File: src/rtl/mbist_pkg.sv
// Shared types for the March C- BIST collar: FSM states, per-element operation table, background patterns.
package mbist_pkg;

  typedef enum logic [3:0] {IDLE, M0, M1, M2, M3, M4, M5, DRAIN, DONE} state_t;

  typedef struct packed {
    logic down;
    logic rd_bg;
    logic wr_bg;
    logic has_rd;
    logic has_wr;
  } elem_t;

  // Backgrounds are built at this width and truncated by the user, so DATA_W must not exceed it.
  localparam int MAX_DATA_W = 1024;

  function automatic logic [MAX_DATA_W-1:0] bg_fill(input logic one);
    return {MAX_DATA_W{one}};
  endfunction

  function automatic logic elem_down(input state_t s);
    return (s == M3) || (s == M4);
  endfunction

  function automatic elem_t elem_info(input state_t s);
    elem_t e;
    e = '0;
    e.down = elem_down(s);
    case (s)
      M0: begin e.has_wr = 1'b1; e.wr_bg = 1'b0; end
      M1, M3: begin e.has_rd = 1'b1; e.rd_bg = 1'b0; e.has_wr = 1'b1; e.wr_bg = 1'b1; end
      M2, M4: begin e.has_rd = 1'b1; e.rd_bg = 1'b1; e.has_wr = 1'b1; e.wr_bg = 1'b0; end
      M5: begin e.has_rd = 1'b1; e.rd_bg = 1'b0; end
      default: e = '0;
    endcase
    return e;
  endfunction

  function automatic logic [2:0] elem_index(input state_t s);
    case (s)
      M1: return 3'd1;
      M2: return 3'd2;
      M3: return 3'd3;
      M4: return 3'd4;
      M5: return 3'd5;
      default: return 3'd0;
    endcase
  endfunction

endpackage

File: src/rtl/mbist_addr_gen.sv
// BIST address counter: loads the element start address, steps up or down, and wraps at DEPTH-1.
module mbist_addr_gen #(
  parameter int DEPTH  = 128,
  parameter int ADDR_W = 7
) (
  input  logic              clock,
  input  logic              reset,
  input  logic              load,
  input  logic              load_down,
  input  logic              step,
  input  logic              down,
  output logic [ADDR_W-1:0] addr,
  output logic              last
);

  localparam logic [ADDR_W-1:0] TOP = ADDR_W'(DEPTH - 1);

  assign last = down ? (addr == '0) : (addr == TOP);

  // Wrap uses the real depth so non power-of-two macros never see out-of-range addresses.
  always_ff @(posedge clock or posedge reset) begin
    if (reset) begin
      addr <= '0;
    end else if (load) begin
      addr <= load_down ? TOP : '0;
    end else if (step) begin
      if (down) addr <= (addr == '0) ? TOP : addr - ADDR_W'(1);
      else      addr <= (addr == TOP) ? '0 : addr + ADDR_W'(1);
    end
  end

endmodule

File: src/rtl/sram_1w1r_mbist.sv
// March C- BIST collar for one 1W1R SRAM macro; muxes functional and test traffic onto the macro ports.
// Define MBIST_FAIL_LOG_EN to add first-failure address/element/data capture outputs.
module sram_1w1r_mbist
  import mbist_pkg::*;
#(
  parameter int DEPTH  = 128,
  parameter int ADDR_W = 7,
  parameter int DATA_W = 44,
  parameter int MASK_W = 4
) (
  input  logic              clock,
  input  logic              reset,
  input  logic              bist_start,
  output logic              bist_busy,
  output logic              bist_done,
  output logic              bist_fail,
`ifdef MBIST_FAIL_LOG_EN
  output logic [ADDR_W-1:0] bist_fail_addr,
  output logic [2:0]        bist_fail_elem,
  output logic [DATA_W-1:0] bist_fail_data,
`endif
  input  logic [ADDR_W-1:0] W0_addr,
  input  logic [DATA_W-1:0] W0_data,
  input  logic              W0_en,
  input  logic [MASK_W-1:0] W0_mask,
  input  logic [ADDR_W-1:0] R0_addr,
  input  logic              R0_en,
  output logic [DATA_W-1:0] R0_data,
  output logic [ADDR_W-1:0] mem_W0_addr,
  output logic [DATA_W-1:0] mem_W0_data,
  output logic              mem_W0_en,
  output logic [MASK_W-1:0] mem_W0_mask,
  output logic [ADDR_W-1:0] mem_R0_addr,
  output logic              mem_R0_en,
  input  logic [DATA_W-1:0] mem_R0_data
);

  localparam logic [DATA_W-1:0] BG0 = DATA_W'(bg_fill(1'b0));
  localparam logic [DATA_W-1:0] BG1 = DATA_W'(bg_fill(1'b1));

  state_t            state_q, state_d;
  elem_t             info;
  logic              phase_q, armed_q, done_q, fail_q;
  logic              start_go, in_elem, rw, op_done, elem_end;
  logic              last, step, load, load_down, bist_rd, bist_wr, miscompare;
  logic [ADDR_W-1:0] bist_addr;
  logic              exp_valid_q;
  logic [DATA_W-1:0] exp_data_q;

  assign info       = elem_info(state_q);
  assign in_elem    = state_q inside {M0, M1, M2, M3, M4, M5};
  assign bist_busy  = in_elem || (state_q == DRAIN);
  assign start_go   = ((state_q == IDLE) || (state_q == DONE)) && bist_start && armed_q;
  assign bist_done  = done_q;
  assign bist_fail  = fail_q;
  assign R0_data    = mem_R0_data;
  assign miscompare = exp_valid_q && (mem_R0_data != exp_data_q);

  mbist_addr_gen #(
    .DEPTH (DEPTH),
    .ADDR_W(ADDR_W)
  ) u_addr_gen (
    .clock    (clock),
    .reset    (reset),
    .load     (load),
    .load_down(load_down),
    .step     (step),
    .down     (info.down),
    .addr     (bist_addr),
    .last     (last)
  );

  // Read-then-write elements spend two cycles per address; phase_q selects the write half.
  always_comb begin
    rw        = info.has_rd && info.has_wr;
    op_done   = !rw || phase_q;
    bist_rd   = in_elem && info.has_rd && (!rw || !phase_q);
    bist_wr   = in_elem && info.has_wr && op_done;
    elem_end  = in_elem && op_done && last;
    step      = in_elem && op_done && !last;
    state_d   = state_q;
    unique case (state_q)
      IDLE, DONE: if (start_go) state_d = M0;
      M0:         if (elem_end) state_d = M1;
      M1:         if (elem_end) state_d = M2;
      M2:         if (elem_end) state_d = M3;
      M3:         if (elem_end) state_d = M4;
      M4:         if (elem_end) state_d = M5;
      M5:         if (elem_end) state_d = DRAIN;
      DRAIN:      state_d = DONE;
      default:    state_d = IDLE;
    endcase
    load      = start_go || elem_end;
    load_down = elem_down(state_d);
  end

  always_comb begin
    mem_W0_addr = W0_addr;
    mem_W0_data = W0_data;
    mem_W0_en   = W0_en;
    mem_W0_mask = W0_mask;
    mem_R0_addr = R0_addr;
    mem_R0_en   = R0_en;
    if (bist_busy) begin
      mem_W0_addr = bist_addr;
      mem_W0_data = info.wr_bg ? BG1 : BG0;
      mem_W0_en   = bist_wr;
      mem_W0_mask = '1;
      mem_R0_addr = bist_addr;
      mem_R0_en   = bist_rd;
    end
  end

  // Done lags DONE entry by one edge so the last drained compare is already in fail_q.
  always_ff @(posedge clock or posedge reset) begin
    if (reset) begin
      state_q <= IDLE;
      phase_q <= 1'b0;
      armed_q <= 1'b1;
      done_q  <= 1'b0;
      fail_q  <= 1'b0;
    end else begin
      state_q <= state_d;
      phase_q <= rw && in_elem && !phase_q;
      if (start_go) armed_q <= 1'b0;
      else if (((state_q == IDLE) || (state_q == DONE)) && !bist_start) armed_q <= 1'b1;
      if (start_go) done_q <= 1'b0;
      else if (state_q == DONE) done_q <= 1'b1;
      if (start_go) fail_q <= 1'b0;
      else if (miscompare) fail_q <= 1'b1;
    end
  end

`ifdef MBIST_FAIL_LOG_EN
  logic [ADDR_W-1:0] exp_addr_q;
  logic [2:0]        exp_elem_q;

  always_ff @(posedge clock or posedge reset) begin
    if (reset) begin
      exp_valid_q <= 1'b0;
      exp_data_q  <= '0;
      exp_addr_q  <= '0;
      exp_elem_q  <= '0;
    end else begin
      exp_valid_q <= bist_rd;
      exp_data_q  <= info.rd_bg ? BG1 : BG0;
      exp_addr_q  <= bist_addr;
      exp_elem_q  <= elem_index(state_q);
    end
  end

  // Only the first miscompare of a run is logged; later ones just keep fail sticky.
  always_ff @(posedge clock or posedge reset) begin
    if (reset) begin
      bist_fail_addr <= '0;
      bist_fail_elem <= '0;
      bist_fail_data <= '0;
    end else if (start_go) begin
      bist_fail_addr <= '0;
      bist_fail_elem <= '0;
      bist_fail_data <= '0;
    end else if (miscompare && !fail_q) begin
      bist_fail_addr <= exp_addr_q;
      bist_fail_elem <= exp_elem_q;
      bist_fail_data <= mem_R0_data;
    end
  end
`else
  always_ff @(posedge clock or posedge reset) begin
    if (reset) begin
      exp_valid_q <= 1'b0;
      exp_data_q  <= '0;
    end else begin
      exp_valid_q <= bist_rd;
      exp_data_q  <= info.rd_bg ? BG1 : BG0;
    end
  end
`endif

endmodule

File: config.mk
export PLATFORM = sky130hd
export DESIGN_NAME = sram_1w1r_mbist
export DESIGN_NICKNAME = d
export VERILOG_FILES = /design/src/rtl/mbist_pkg.sv /design/src/rtl/mbist_addr_gen.sv /design/src/rtl/sram_1w1r_mbist.sv
export SDC_FILE = /design/constraint.sdc
export NUM_CORES = 1
export LEC_CHECK = 0
export BUFFER_PORTS_ARGS = -buffer_cell sky130_fd_sc_hd__buf_2
export CORE_MARGIN = 2
export CORE_UTILIZATION = 25
export CTS_BUF_LIST = sky130_fd_sc_hd__clkbuf_8
export DETAILED_ROUTE_END_ITERATION = 8
export PLACE_DENSITY = 0.66
export SETUP_SLACK_MARGIN = 0.2
export SYNTH_ARGS = -nofsm -noshare
export SYNTH_HDL_FRONTEND = slang
export SYNTH_SLANG_ARGS = --single-unit
File: constraint.sdc
create_clock -name clock -period 2.7 [get_ports clock]
set_input_delay 0.405 -clock clock [delete_from_list [all_inputs] [get_ports clock]]
set_output_delay 0.405 -clock clock [all_outputs]
set_load 0.1 [all_outputs]
==> flow_summary.yaml, run 1 <==
route:
  vias: 3043
  drt_wl_total_mm: 9.97
  drc: 0
  wl_per_cell_um: 16.3
  vias_per_cell: 4.99
  drt_iter0_drc: 242
  first_pass_iters: 4
  ant_nets: 0
critical_path:
  cp.required_ns: 2.30
  worst-path-buf-inv: 3
  crit_fanout: 63
  max_stage_delay_ns: 0.46
  critPathArrivalTime_ns: 2.00
  worstPathCellList: "buf_4 -> nor3_2 -> or2_2 -> buf_12 -> a21o_2 -> buf_4"
  crit_top_cell: "buf_4"
  slowest_stage: "dfrtp_1"
  critPathTopFamily: "buffers and inverters"
  crit_type: "reg -> out"
  end_kind: "output pin"
  start_kind: "register"
power:
  power_w: 0.00430
  pwr_density_cell_nw_per_um2: 992
  ir_drop_v: 0.000633
  total_leakage_power_nw: 2.23
cts:
  cts_buffers: 3
  clk_latency_ns: 0.26
  clockBufferDepth: 2
  cts_tree: "done"
  cts_sinks: 17
  ctsHoldBuffers: 0
  clk_pin_slew_ns: 0.08
  clock-root-buffer: "clkbuf_8"
  cts-htree-levels: 1
placed_design:
  port_buffers: 221
  place_hpwl_mm: 8.06
  placement.cell_area_um2: 4230
  gp_congestion: 0.929
synthesis:
  async_flop_share: 1.00
  synth-seq-cells: 17
  synth_edf_count: 0
  synth_flop_cell: "dfrtp_1"
  netlist_instances: 329
  syn_area_um2: 2360
  ys_types: 50
  synth.yosys.seq_area_share: 0.181
  yosys_warnings: 0
  syn_nets: 443
  synth_area_per_cell_um2: 7.18
timing:
  slew_violations: 0
  slew_headroom: 0.551
  setup_viol: 0
  finalCriticalPeriod_ns: 2.40
  period_share: 0.889
  rsz0062_at_grt: "false"
  tns_ns: 0
  hold_viol_final: 0
  fin_worst_skew_ns: 0.00471
  fmax_ghz: 0.417
  worst_pin_slew_ns: 0.672
status:
  outcome: "finished, final reports clean"
die:
  core-area_um2: 9200
  rows: 35
  dieArea_um2: 10200
  die_x_um: 101
  start_util: 0.257
  die_y_um: 101
  io_pins: 222
layout:
  areaGrowthSynthToFinish_pct: 83.6
  fin_area_um2: 4340
  diodes: 0
  layout_common_cells: "buf_2, buf_12, a21o_2, nand2_1, nor2_1"
  utilization: 0.472
  mostFrequentLayoutCell: "buf_2"
  layout.nets: 614
  nFillCells: 834
  drive_above_1_share: 0.627
global_routing:
  globalRoute.totalOverflow: 0
  grt_pass1_wl_mm: 14.4
  track_usage: 0.178
  grt_pass1_vias: 2911
  antenna_found_initial: 0
  grt_max_degree: 64
hold_path:
  hold_path_class: "in -> async"
flow_run:
  maxCapViolCount: 0
per-stage QoR:
stage / cells / hold slack (ns) / setup WS (ns)
6_report: 610 / 0.237 / 0.300
5_1_grt: 610 / 0.288 / 0.214
4_1_cts: 607 / 0.264 / 0.190
3_5_place_dp: 602 / 0.493 / 0.227
3_3_place_gp: 602 / 0.468 / 0.271
2_1_floorplan: 329 / 0.330 / 0.0952
power breakdown:
group | leakage (nW) | switching, W | internal [W] | total [W]
Clock | 0.0217 | 0.0000994 | 0.000104 | 0.000203
Combinational | 1.99 | 0.00245 | 0.00118 | 0.00362
Sequential | 0.217 | 0.000151 | 0.000323 | 0.000474
Total | 2.23 | 0.00270 | 0.00160 | 0.00430
path summary, 6_finish.rpt:
kind	start	end	slack, ns	cells past startpoint
hold / removal	reset	u_addr_gen.addr[6]	0.24	2
min in group clock	bist_start	armed_q	0.34	2
max in group asynchronous	reset	state_q[0]	2.00	2
setup reg to reg	u_addr_gen.addr[0]	u_addr_gen.addr[1]	0.38	7
hold reg to reg	armed_q	armed_q	0.50	2
setup / recovery	state_q[1]	mem_R0_en	0.30	6
layout make-up:
class,count,area (um^2),area share
Inverter,8,30.0,0.00692
Clock inverter,1,7.51,0.00173
Tap cell,111,139,0.0320
Clock buffer,3,41.3,0.00952
Sequential cell,17,429,0.0990
Timing Repair Buffer,227,2060,0.476
Multi-Input combinational cell,243,1630,0.375
cells in the mapped netlist, types with 5 or more instances:
cell type  instances  area [um^2]
a31oi_1            7         43.8
a21oi_1            8         40.0
a221o_1            5         50.1
clkbuf_1          14         52.6
dfrtp_1           16          400
nor2b_1            5         31.3
nor2_1            26         97.6
nor4_1             6         37.5
nand2_1           50          188
nand4_1            5         31.3
a21o_1            46          345
nand3_1           11         55.1
nand2b_1           5         31.3
buf_4             46          345
o21ai_0            8         40.0
nor3_1            14         70.1
inv_1              5         18.8
logic make-up after synthesis:
logic type,share of synthesized area
adder cells (fa/ha/maj),0.0159
AO/OA/AOI/OAI,0.290
buffers and inverters,0.190
XOR/XNOR,0.00742
AND/OR/NAND/NOR,0.304
flip-flops,0.181
multiplexers,0.0127
routing by layer:
metal / vias to the layer above / global-route usage / routed length (um)
met3: 9 / 0.0462 / 912
met5: - / 0 / 0
met1: 1378 / 0.175 / 3400
met2: 192 / 0.369 / 5540
li1: 1464 / - / -
met4: 0 / 0.0301 / 110
repair_timing:
action / in CTS / in global routing
gates cloned: 1 / 2
endpoints found under the setup margin: 45 / 57
resized for setup: 3 / 9
setup buffers: 0 / 1
pin swaps: 1 / 2
sequential cells by signal, summed over array words and instances, names as in the netlist:
signal           count
u_addr_gen.addr      7
phase_q              1
state_q              4
bist_fail            1
exp_data_q           1
exp_valid_q          1
bist_done            1
armed_q              1
worst register-to-register path: stages, from the launching register on:
cell	delay [ns]
dfrtp_1	0.47
inv_1	0.13
ha_1	0.18
nor4b_4	0.26
nand3_2	0.14
a2111oi_4	0.48
nor3b_4	0.41
o21bai_1	0.17
(Power assumes the default switching activity.)
==> inputs of run 2 (changes only) <==
- ABC_AREA: unset -> 1
- ABC_CLOCK_PERIOD_IN_PS: unset -> 2200
- PLACE_DENSITY: 0.66 -> 0.68
- clock period: 2.7 -> 2.2 ns (I/O delays scaled with it)
==> flow_summary.yaml, run 2 <==
critical_path:
  worstPathCellList: "nor2_4 -> o21ai_2 -> nand2_2 -> inv_4 -> buf_4 -> a22o_4 -> buf_12"
  slowest_stage: "dfrtp_2"
  critPathArrivalTime_ns: 1.68
  cp.required_ns: 1.87
  max_stage_delay_ns: 0.45
  end_kind: "output pin"
  critPathTopFamily: "flip-flops"
  crit_type: "reg -> out"
  crit_fanout: 4
  start_kind: "register"
  worst-path-buf-inv: 3
synthesis:
  synthTopCellsByArea: "nand2_1, dfrtp_1, buf_4"
  ys_types: 32
  syn_area_um2: 2410
  async_flop_share: 1.00
  yosys-top-cells-count: "nand2_1, buf_4, nor2_1"
  synth.yosys.seq_area_share: 0.177
  yosysMostFrequentCell: "nand2_1"
  synth_flop_cell: "dfrtp_1"
  synth_top_cell_area_share: 0.257
  netlist_instances: 411
  synth_edf_count: 0
  syn_nets: 525
  synth-seq-cells: 17
  synth_area_per_cell_um2: 5.86
  yosys_warnings: 0
  synth_top_area_cell: "nand2_1"
layout:
  diodes: 0
  drive_above_1_share: 0.605
  largest_register_ffs: 7
  layout.nets: 730
  areaGrowthSynthToFinish_pct: 109
  layout_common_cells: "buf_2, nand2_1, buf_12, nand2_2, nor2_1"
  largest_register: "u_addr_gen.addr"
  utilization: 0.543
  largest_registers: "u_addr_gen.addr x7, state_q x4"
  mostFrequentLayoutCell: "buf_2"
timing:
  fin_worst_skew_ns: 0.00575
  period_share: 0.914
  worst_pin_slew_ns: 0.664
  rsz0062_at_grt: "true"
  finalCriticalPeriod_ns: 2.01
  finalHoldWorstSlack_ns: 0.157
  setup_viol: 0
  slew_violations: 0
  slew_headroom: 0.557
  hold_viol_final: 0
  fmax_ghz: 0.497
route:
  drt_iter0_drc: 142
  first_pass_iters: 4
  vias: 3442
  ant_nets: 0
  wl_per_cell_um: 15.0
  drc: 0
  vias_per_cell: 4.63
  drt_wl_total_mm: 11.2
die:
  rows: 35
  dieArea_um2: 10400
  die_x_um: 102
  start_util: 0.260
  core-area_um2: 9280
  io_pins: 222
  die_y_um: 102
flow_run:
  maxCapViolCount: 0
global_routing:
  antenna_found_initial: 0
  grt_pass1_vias: 3129
  grt_pass1_wl_mm: 15.5
  globalRoute.totalOverflow: 0
  track_usage: 0.187
  grt_max_degree: 26
placed_design:
  place_hpwl_mm: 8.72
  port_buffers: 221
  gp_congestion: 0.878
cts:
  clk_pin_slew_ns: 0.07
  cts_buffers: 3
  clock-root-buffer: "clkbuf_8"
  clk_latency_ns: 0.26
  cts_sinks: 17
  clockBufferDepth: 2
  ctsHoldBuffers: 0
  cts-htree-levels: 1
  cts_tree: "done"
status:
  outcome: "finished, final reports clean"
hold_path:
  hold_path_class: "in -> async"
[run 2: changes by cell type in the layout (fill, tap and decap cells not counted), sizes merged, moves of 5 or more]
cell / previous run / this run
nor2b: 5 / 0
buf: 222 / 257
nor3: 16 / 9
a21oi: 8 / 17
nor4: 6 / 1
nand3: 13 / 24
nor2: 29 / 37
nand2b: 5 / 0
nand2: 50 / 174
a221o: 5 / 0
a21o: 46 / 0
inv: 8 / 29
[run 2: stage by stage]
step	setup slack [ns]	TNS [ns]	instance area, um^2	std cells
global route	0.112	0	5040	744
global placement	0.247	0	4500	708
detailed placement	0.211	0	4500	708
finish	0.189	0	5040	744
CTS	0.202	0	4770	725
floorplan	-0.0363	-0.943	2580	411
[run 2: cell families after synthesis]
logic type | count (synthesis) | synth area share
AO/OA/AOI/OAI | 37 | 0.0992
XOR/XNOR | 6 | 0.0218
adder cells (fa/ha/maj) | 3 | 0.0156
buffers and inverters | 88 | 0.208
flip-flops | 17 | 0.177
AND/OR/NAND/NOR | 260 | 0.478
[run 2: area by class of cell]
cell class,instances,area (um^2)
timing repair buffer,259,2490
multi-input combinational,306,1790
sequential,17,433
inverter,29,114
tap,129,161
clock buffer,3,41.3
clock inverter,1,5.00
fill,832,4250
[run 2: repair_timing]
| action | in CTS | in global routing |
|---|---|---|
| setup endpoints to repair | 64 | 70 |
| buffers inserted | 11 | 17 |
| resized for setup | 28 | 29 |
| endpoints found under the hold margin | 0 | 0 |
| cloned | 2 | 2 |
| pin swaps | 5 | 9 |
[run 2: worst paths after layout]
check	startpoint	end	slack (ns)	cells past startpoint
min	reset	bist_done	0.16	2
max in group asynchronous	reset	u_addr_gen.addr[0]	1.58	2
min in group clock	bist_start	armed_q	0.31	4
min reg2reg	bist_done	bist_done	0.48	2
max	state_q[3]	mem_W0_en	0.19	7
max reg2reg	u_addr_gen.addr[0]	u_addr_gen.addr[1]	0.26	12
[run 2: layer usage]
metal,vias up,global-route usage,part of all wire
li1,1676,-,-
met1,1593,0.207,0.36
met2,159,0.384,0.56
met3,14,0.0267,0.056
met4,0,0.0215,0.018
met5,-,0,0
Power of run 2 is not shown: default switching activity piles up to over one toggle a cycle in this logic, so the estimate is an artifact.
